## src/rtl/i2c_arb_pkg.sv

```systemverilog
// i2c_arb_pkg: shared state encoding, timeout status code and index-width helper for the i2c arbiter
package i2c_arb_pkg;
  typedef enum logic [1:0] {IDLE, ISSUE, WAIT, RESP} state_e;
  localparam logic [6:0] STATUS_TIMEOUT = 7'h7F;
  function automatic int idx_w(input int n);
    return (n > 1) ? $clog2(n) : 1;
  endfunction
endpackage

```

## src/rtl/i2c_rr_pick.sv

```systemverilog
// i2c_rr_pick: combinational round-robin picker, first requester at or after ptr with wraparound
module i2c_rr_pick #(
  parameter int NUM_REQ = 3,
  parameter int IW = 2
) (
  input  logic [NUM_REQ-1:0] req_i,
  input  logic [IW-1:0]      ptr_i,
  output logic [NUM_REQ-1:0] gnt_o,
  output logic [IW-1:0]      idx_o
);
  int j;
  always_comb begin
    gnt_o = '0;
    idx_o = '0;
    j = 0;
    for (int k = NUM_REQ - 1; k >= 0; k--) begin
      j = (int'(ptr_i) + k) % NUM_REQ;
      if (req_i[j]) begin
        gnt_o    = '0;
        gnt_o[j] = 1'b1;
        idx_o    = IW'(j);
      end
    end
  end
endmodule

```

## src/rtl/i2c_master_arbiter.sv

```systemverilog
// i2c_master_arbiter: round-robin sharing of one i2c_master between NUM_REQ requesters with watchdog abort
module i2c_master_arbiter
  import i2c_arb_pkg::*;
#(
  parameter int NUM_REQ = 3,
  parameter int ADDR_W = 16,
  parameter int DATA_W = 32,
  parameter int TIMEOUT_CYCLES = 200000
) (
  input  logic                      clk,
  input  logic                      reset,
  input  logic [NUM_REQ-1:0]        req,
  input  logic [NUM_REQ-1:0]        req_we,
  input  logic [NUM_REQ-1:0]        req_write_mode,
  input  logic [NUM_REQ*7-1:0]      req_chip_addr,
  input  logic [NUM_REQ*ADDR_W-1:0] req_reg_addr,
  input  logic [NUM_REQ*DATA_W-1:0] req_datai,
  output logic [NUM_REQ-1:0]        done,
  output logic [DATA_W-1:0]         rsp_datao,
  output logic [6:0]                rsp_status,
  output logic [NUM_REQ-1:0]        grant,
  output logic                      arb_busy,
  output logic [6:0]                m_chip_addr,
  output logic [ADDR_W-1:0]         m_reg_addr,
  output logic [DATA_W-1:0]         m_datai,
  output logic                      m_we,
  output logic                      m_re,
  output logic                      m_write_mode,
  input  logic                      m_done,
  input  logic                      m_busy,
  input  logic [6:0]                m_status,
  input  logic [DATA_W-1:0]         m_datao
);
  localparam int IW = idx_w(NUM_REQ);
  state_e state_q, state_d;
  logic [IW-1:0] idx_q, ptr_q, ptr_d, pick_idx;
  logic [NUM_REQ-1:0] pick_gnt, grant_q;
  logic [31:0] wd_q;
  logic [6:0] chip_q, rsp_status_q;
  logic [ADDR_W-1:0] reg_q;
  logic [DATA_W-1:0] datai_q, rsp_datao_q;
  logic dir_q, we_q, re_q, wm_q, timeout;
  i2c_rr_pick #(.NUM_REQ(NUM_REQ), .IW(IW)) u_pick (
    .req_i(req),
    .ptr_i(ptr_q),
    .gnt_o(pick_gnt),
    .idx_o(pick_idx)
  );
  assign timeout = (TIMEOUT_CYCLES != 0) && (wd_q + 32'd1 == 32'(TIMEOUT_CYCLES));
  assign ptr_d = (idx_q == IW'(NUM_REQ - 1)) ? '0 : idx_q + 1'b1;
  always_comb begin
    state_d = state_q;
    case (state_q)
      IDLE:    state_d = (|req && !m_busy) ? ISSUE : IDLE;
      ISSUE:   state_d = WAIT;
      WAIT:    state_d = (m_done || timeout) ? RESP : WAIT;
      default: state_d = IDLE;
    endcase
  end
  always_ff @(posedge clk) begin
    if (reset) begin
      state_q      <= IDLE;
      idx_q        <= '0;
      ptr_q        <= '0;
      grant_q      <= '0;
      wd_q         <= '0;
      dir_q        <= 1'b0;
      we_q         <= 1'b0;
      re_q         <= 1'b0;
      wm_q         <= 1'b0;
      chip_q       <= '0;
      reg_q        <= '0;
      datai_q      <= '0;
      rsp_datao_q  <= '0;
      rsp_status_q <= '0;
    end else begin
      state_q <= state_d;
      we_q    <= 1'b0;
      re_q    <= 1'b0;
      case (state_q)
        IDLE: if (state_d == ISSUE) begin
          // strobes are registered here so they appear for exactly the ISSUE cycle
          idx_q   <= pick_idx;
          grant_q <= pick_gnt;
          dir_q   <= req_we[pick_idx];
          we_q    <= req_we[pick_idx];
          re_q    <= !req_we[pick_idx];
          wm_q    <= req_write_mode[pick_idx];
          chip_q  <= req_chip_addr[int'(pick_idx)*7 +: 7];
          reg_q   <= req_reg_addr[int'(pick_idx)*ADDR_W +: ADDR_W];
          datai_q <= req_datai[int'(pick_idx)*DATA_W +: DATA_W];
        end
        ISSUE: wd_q <= '0;
        WAIT: begin
          wd_q <= wd_q + 32'd1;
          if (m_done) begin
            if (!dir_q) rsp_datao_q <= m_datao;
            rsp_status_q <= m_status;
          end else if (timeout) rsp_status_q <= STATUS_TIMEOUT;
        end
        default: begin
          ptr_q   <= ptr_d;
          grant_q <= '0;
        end
      endcase
    end
  end
  assign done         = (state_q == RESP) ? grant_q : '0;
  assign grant        = grant_q;
  assign arb_busy     = state_q != IDLE;
  assign rsp_datao    = rsp_datao_q;
  assign rsp_status   = rsp_status_q;
  assign m_chip_addr  = chip_q;
  assign m_reg_addr   = reg_q;
  assign m_datai      = datai_q;
  assign m_we         = we_q;
  assign m_re         = re_q;
  assign m_write_mode = wm_q;
endmodule

```

## config.mk

```make
export PLATFORM = sky130hd
export DESIGN_NAME = i2c_master_arbiter
export DESIGN_NICKNAME = d
export VERILOG_FILES = /design/src/rtl/i2c_arb_pkg.sv /design/src/rtl/i2c_rr_pick.sv /design/src/rtl/i2c_master_arbiter.sv
export SDC_FILE = /design/constraint.sdc
export NUM_CORES = 1
export LEC_CHECK = 0
export BUFFER_PORTS_ARGS = -buffer_cell sky130_fd_sc_hd__buf_4
export CAP_MARGIN = 20
export CORE_MARGIN = 2
export CORE_UTILIZATION = 44
export DETAILED_ROUTE_END_ITERATION = 16
export PLACE_DENSITY_LB_ADDON = 0.15
export SYNTH_ARGS = -nofsm -noshare
export SYNTH_HDL_FRONTEND = slang
export SYNTH_SLANG_ARGS = --single-unit
export TNS_END_PERCENT = 30
```

## constraint.sdc

```tcl
create_clock -name clk -period 3.7 [get_ports clk]
set_clock_uncertainty 0.05 [all_clocks]
set_input_delay 0.37 -clock clk [delete_from_list [all_inputs] [get_ports clk]]
set_output_delay 0.37 -clock clk [all_outputs]
set_load 0.01 [all_outputs]
```

### After elaboration in Yosys (flattened, before gate mapping)

Index checks and enable logic that the tools add are counted.

* shifts and indexed selects: 3
* $mul: 1
* eq/ne operators: 7
* multiplexer cells: 35
* reductions and logical operators: 19
* bitwise logic cells: 4
* divide/modulo/power cells: 3
* order comparisons: 7
* add/sub/neg operators: 4

Operator list (count)
* greater-or-equal comparator 32 x 1 -> 1 bit, second input constant: 3
* < comparator 32 x 4 -> 1 bit, second input constant: 3
* indexed part select 96 x 8 -> 32 bit: 1
* remainder unit 32 x 3 -> 32 bit, second input constant: 2
* one-hot mux 32 bit (2 select lines): 1
* indexed part select 48 x 7 -> 16 bit: 1
* adder 32 x 1 -> 32 bit, second input constant: 1
* == test 32 x 18 -> 1 bit, second input constant: 1
* remainder unit 3 x 3 -> 32 bit, second input constant: 1
* indexed part select 21 x 6 -> 7 bit: 1
* 2-to-1 mux 3 bit: 5
* 2-to-1 mux 7 bit: 2
* 2-to-1 mux 1 bit: 13
* binary-select mux 1 bit (select 2 bit): 5
* OR reduction 3 bit: 3
* 2-to-1 mux 2 bit: 4
* demux 1 bit (select 2 bit): 3
* == test 2 bit, second input constant: 3
* one-hot mux 2 bit (3 select lines): 1
* one-hot mux 3 bit (2 select lines): 1
* AND reduction 2 bit: 3
* nonzero test 2 bit: 3
* multiplier 2 x 3 -> 5 bit, second input constant: 1
* == test 2 x 1 -> 1 bit, second input constant: 2
* 12 further kinds: 19

* register bits: 139
* word-level logic and storage cells: 97
* output and inout bits: 104

### Logic depth before layout (Yosys ltp)

* word-level depth: 11
* depth in mapped cells: 13

### By module

Synthesis repeated with hierarchy kept, for this count alone.

* cells, all modules: 1052
* area total of the unflattened synthesis: 8167.8 µm²

Modules (own cells, without submodules)
* i2c_master_arbiter: sequential area each 2782.7 µm², instances 1, area each 7880.1 µm², cells an instance 1010
* i2c_rr_pick: sequential area each 0.0 µm², instances 1, area each 287.8 µm², cells an instance 42

### Worst setup path after synthesis

No wires, ideal clock.

* path type: flip-flop to flip-flop
* from: register wd_q[0]
* to: register datai_q[14], in the netlist m_datai[14]
* stages on the path, launching flop included: 11
* buffers on the path: 2
* path slack: 72 ps
* required time: 3514 ps
* data arrival time: 3442 ps
* cells stage by stage: dfxtp_1 -> ha_1 -> nand3_1 -> nor4_1 -> mux2_2 -> or4bb_1 -> o41ai_4 -> o2111a_2 -> buf_6 -> buf_6 -> o32ai_1

* longest elaborated chain between the ends: 7

RTL lines
* start, declared: RTL line i2c_master_arbiter.sv:38 `logic [31:0] wd_q;`
* start signal, assigned: RTL line i2c_master_arbiter.sv:95 `wd_q <= wd_q + 32'd1;`
* adder 32 x 1 -> 32 bit: RTL line i2c_master_arbiter.sv:49 `assign timeout = (TIMEOUT_CYCLES != 0) && (wd_q + 32'd1 == 32'(TIMEOUT_CYCLES));`
* == test 32 x 18 -> 1 bit: RTL line i2c_master_arbiter.sv:49
* logical OR 1 bit: RTL line i2c_master_arbiter.sv:56 `WAIT: state_d = (m_done || timeout) ? RESP : WAIT;`
* 2-to-1 mux 1 bit: RTL line i2c_master_arbiter.sv:56
* one-hot mux 2 bit (3 select lines): RTL line i2c_master_arbiter.sv:53 `case (state_q)`
* == test 2 x 1 -> 1 bit: RTL line i2c_master_arbiter.sv:81 `IDLE: if (state_d == ISSUE) begin`
* AND reduction 2 bit (no line)
* end signal, assigned: RTL line i2c_master_arbiter.sv:91 `datai_q <= req_datai[int'(pick_idx)*DATA_W +: DATA_W];`
* end, declared: RTL line i2c_master_arbiter.sv:41 `logic [DATA_W-1:0] datai_q, rsp_datao_q;`

No other way between the ends.
A chain may end at the register's enable or synchronous reset.

### Worst setup path in the final report

* from: register wd_q[8]
* to: register reg_q[0], in the netlist m_reg_addr[0]

* longest elaborated chain between the ends: 7

RTL lines
* adder 32 x 1 -> 32 bit: RTL line i2c_master_arbiter.sv:49
* == test 32 x 18 -> 1 bit: RTL line i2c_master_arbiter.sv:49
* logical OR 1 bit: RTL line i2c_master_arbiter.sv:56
* 2-to-1 mux 1 bit: RTL line i2c_master_arbiter.sv:56
* one-hot mux 2 bit (3 select lines): RTL line i2c_master_arbiter.sv:53
* == test 2 x 1 -> 1 bit: RTL line i2c_master_arbiter.sv:81
* AND reduction 2 bit (no line)
* end signal, assigned: RTL line i2c_master_arbiter.sv:90 `reg_q <= req_reg_addr[int'(pick_idx)*ADDR_W +: ADDR_W];`
* end, declared: RTL line i2c_master_arbiter.sv:40 `logic [ADDR_W-1:0] reg_q;`

No other way between the ends.

==> flow_summary.ini <==
[clocking]
tritoncts = built
post-cts-setup-buffer-count = 0
clock-root-buffer = clkbuf_16
htreeDepth = 4
clock_latency_ps = 420
cts.sink_count = 139
cts_hold_repair.buffers = 0
cts_buffer_depth = 2
cts_buffers = 17
clk_pin_slew_worst_paths_ps = 60

[sta]
fin_setup_tns_ps = 0
tightestPinTransition_ps = 786.5
slew_headroom = 0.4757
setup_viol = 0
timing.fmax_ghz = 0.2848
slew_viol_final = 0
rsz0062_at_grt = no
post-route-period-util = 0.9490
min_period_ps = 3511
finalHoldViolations = 0

[route]
viasPerCell = 5.353
dr.first_iter.drc_count = 638
top_layer_used = met4
ant_nets = 0
drc = 0
wl_met2_um = 12680
wl_met3_um = 1924
firstDrtPassIters = 6
wl_per_cell_um = 16.58
finalWirelength_um = 24880
wl_met1_um = 9712
num_vias = 8035

[critical_path]
crit_path_start_kind = flop
cp_num_buf_inv = 3
r2r_cells = 11
reg2reg_slack_ps = 190
crit_fanout = 24
end_kind = flop
timing.rr.start = wd_q[8]$_SDFFE_PP0N_
cp_top_family = simple AND/OR/NAND/NOR gates
crit_slowest_cell = or4_1
cp_data_arrival_time_ps = 3730
slowest_delay_ps = 610
rr_endpoint = m_reg_addr[0]$_SDFFE_PP0P_
cp_cell_sequence = and3_4 > nand4_1 > buf_4 > or4_1 > mux2i_1 > nand4_1 > o41ai_4 > buf_4 > o21ai_4 > buf_12 > o32ai_1
path_class = flop to flop
cp-startpoint = wd_q[8]$_SDFFE_PP0N_
cp_data_required_time_ps = 3920

[logic_synthesis]
syn_avg_cell_area_sq_um = 7.577
synth_nets = 1202
ys_ff_latch = 139
synth_flop_cell = dfxtp_1
synth.distinct_cells = 58
yosysSeqAreaShare = 0.3751
synth_top_area_frac = 0.3751
yosysWarnings = 0
synth_area_leaders = dfxtp_1 38%, a21oi_1 8.7%, mux2i_1 8.0%
ys_async_sr_fraction = 0
synth-edff-count = 0
netlist_area_sq_um = 7418
synth_area_leader_cell = dfxtp_1
synthCells = 979

[finish]
final_common_cell = buf_4
area_growth_pct = 43.24
seqCellArea_sq_um = 2784
drive_gt1_frac = 0.3094
nNetsFinal = 1492
multi_input_area_sq_um = 4093
nFillCells = 1506
layout_common_cells = 343 x buf_4, 138 x dfxtp_1, 129 x a21oi_1
fin_area_sq_um = 10630

[worst_hold_path]
hold_depth = 3
hp-class = input port to flop
min_to = rsp_datao[6]$_SDFFE_PP0P_
hp-start = m_datao[6]

[power_and_ir_drop]
p_leak_nw = 4.370
vdd.ir_drop.worst_uv = 366.1
p_per_area_nw_per_um2 = 390.4
power.total_mw = 4.148

[flow_run]
max-cap-violations = 0

[global_routing]
grt_pass1_vias = 7488
grt_first_pass_wirelength_um = 38230
grt_usage = 0.2681
overflow = 0
antenna_found_initial = 1
grt_max_degree = 81

[placement]
placement.cell_area_sq_um = 10070
place_congestion = 0.9309
dp_hpwl_um = 18500
io_buffer_count = 320

[floorplanning]
dieArea_sq_um = 17910
io_pins = 321
start_util = 0.4489
placementRows = 47
die_y_um = 133.8
core_sq_um = 16520
fp.dieW_um = 133.8

[run_status]
status = completed
per-stage QoR:
| stage | worst slack (ps) | hold slack, ps | instances | util |
|---|---|---|---|---|
| 2_1_floorplan | 72.49 | 398.6 | 979 | - |
| 3_3_place_gp | 269.0 | 392.5 | 1470 | 0.6095 |
| 3_5_place_dp | 160.6 | 397.6 | 1470 | 0.6095 |
| 4_1_cts | 69.82 | 131.9 | 1500 | 0.6405 |
| 5_1_grt | 17.68 | 140.0 | 1501 | 0.6431 |
| 6_report | 188.8 | 145.4 | 1501 | 0.6431 |
worst reg2reg max path, cell delays in order (launching register included):
cell	delay, ps
dfxtp_1	440
and3_4	260
nand4_1	220
buf_4	260
or4_1	610
mux2i_1	190
nand4_1	180
o41ai_4	80
buf_4	210
o21ai_4	510
buf_12	250
o32ai_1	100
cell families after synthesis:
family / count (synthesis) / synth area share
buffers and inverters: 153 / 0.08197
AND/OR/NAND/NOR: 359 / 0.2204
flip-flops: 139 / 0.3751
AO/OA/AOI/OAI: 252 / 0.2194
multiplexers: 60 / 0.08113
adder cells (fa/ha/maj): 6 / 0.01012
XOR/XNOR: 10 / 0.01181
sequential cells by signal, indices dropped and copies added, names as in the netlist:
name / flops
dir_q: 1
grant: 3
idx_q: 2
m_chip_addr: 7
m_datai: 32
m_re: 1
m_reg_addr: 16
m_we: 1
m_write_mode: 1
ptr_q: 2
rsp_datao: 32
rsp_status: 7
state_q: 2
wd_q: 32
where the power goes:
| part | total, mW | leakage, nW | switching [mW] | internal [mW] |
|---|---|---|---|---|
| Clock | 1.50 | 0.249 | 0.621 | 0.880 |
| Combinational | 0.985 | 2.99 | 0.516 | 0.469 |
| Sequential | 1.66 | 1.13 | 0.0584 | 1.60 |
| Total | 4.15 | 4.37 | 1.20 | 2.95 |
metal layers:
metal  up-vias  global-route usage
met2       302              0.4604
li1       4044                   -
met5         -                   0
met1      3646              0.3180
met4         0             0.09338
met3        43             0.08163
cell usage after synthesis (all sizes together) (2+ instances only):
cell type and number:
nor4 16, and3 8, a31oi 3, inv 75, a31o 2, o21ai 28
o21a 3, o22ai 4, o2111a 3, o221a 2, or2 3, nand4 13
dfxtp 139, nand3 24, nand3b 2, ha 6, nor2 118, o32ai 58
nand2 117, xnor2 4, a21oi 129, and4 6, or4 6, nand2b 3
mux2i 59, a311oi 3, nor3 31, a41oi 2, a211oi 3, a2111oi 2
clkbuf 56, buf 21, xor2 6, a22oi 2, a21boi 2, or3 6
how the worst max path moves through the flow:
stage,endpoint,cells after the start
2_1_floorplan,m_datai[14]$_SDFFE_PP0P_,10
3_3_place_gp,m_datai[23]$_SDFFE_PP0P_,12
6_report,m_reg_addr[0]$_SDFFE_PP0P_,11
4_1_cts,m_reg_addr[0]$_SDFFE_PP0P_,11
5_1_grt,m_reg_addr[8]$_SDFFE_PP0P_,11
3_5_place_dp,m_reg_addr[0]$_SDFFE_PP0P_,11
repair_timing:
item,in CTS,in global routing
gates resized for setup,0,7
endpoints found under the setup margin,0,62
hold endpoints to repair,0,0
layout make-up:
class                           count  share of cell area
Antenna cell                        1           0.0002355
Clock buffer                       23             0.04404
Clock inverter                      7            0.004121
Inverter                           76             0.02685
Multi-Input combinational cell    687              0.3851
Sequential cell                   139              0.2620
Tap cell                          220             0.02590
Timing Repair Buffer              348              0.2517
(Power assumes the default switching activity.)
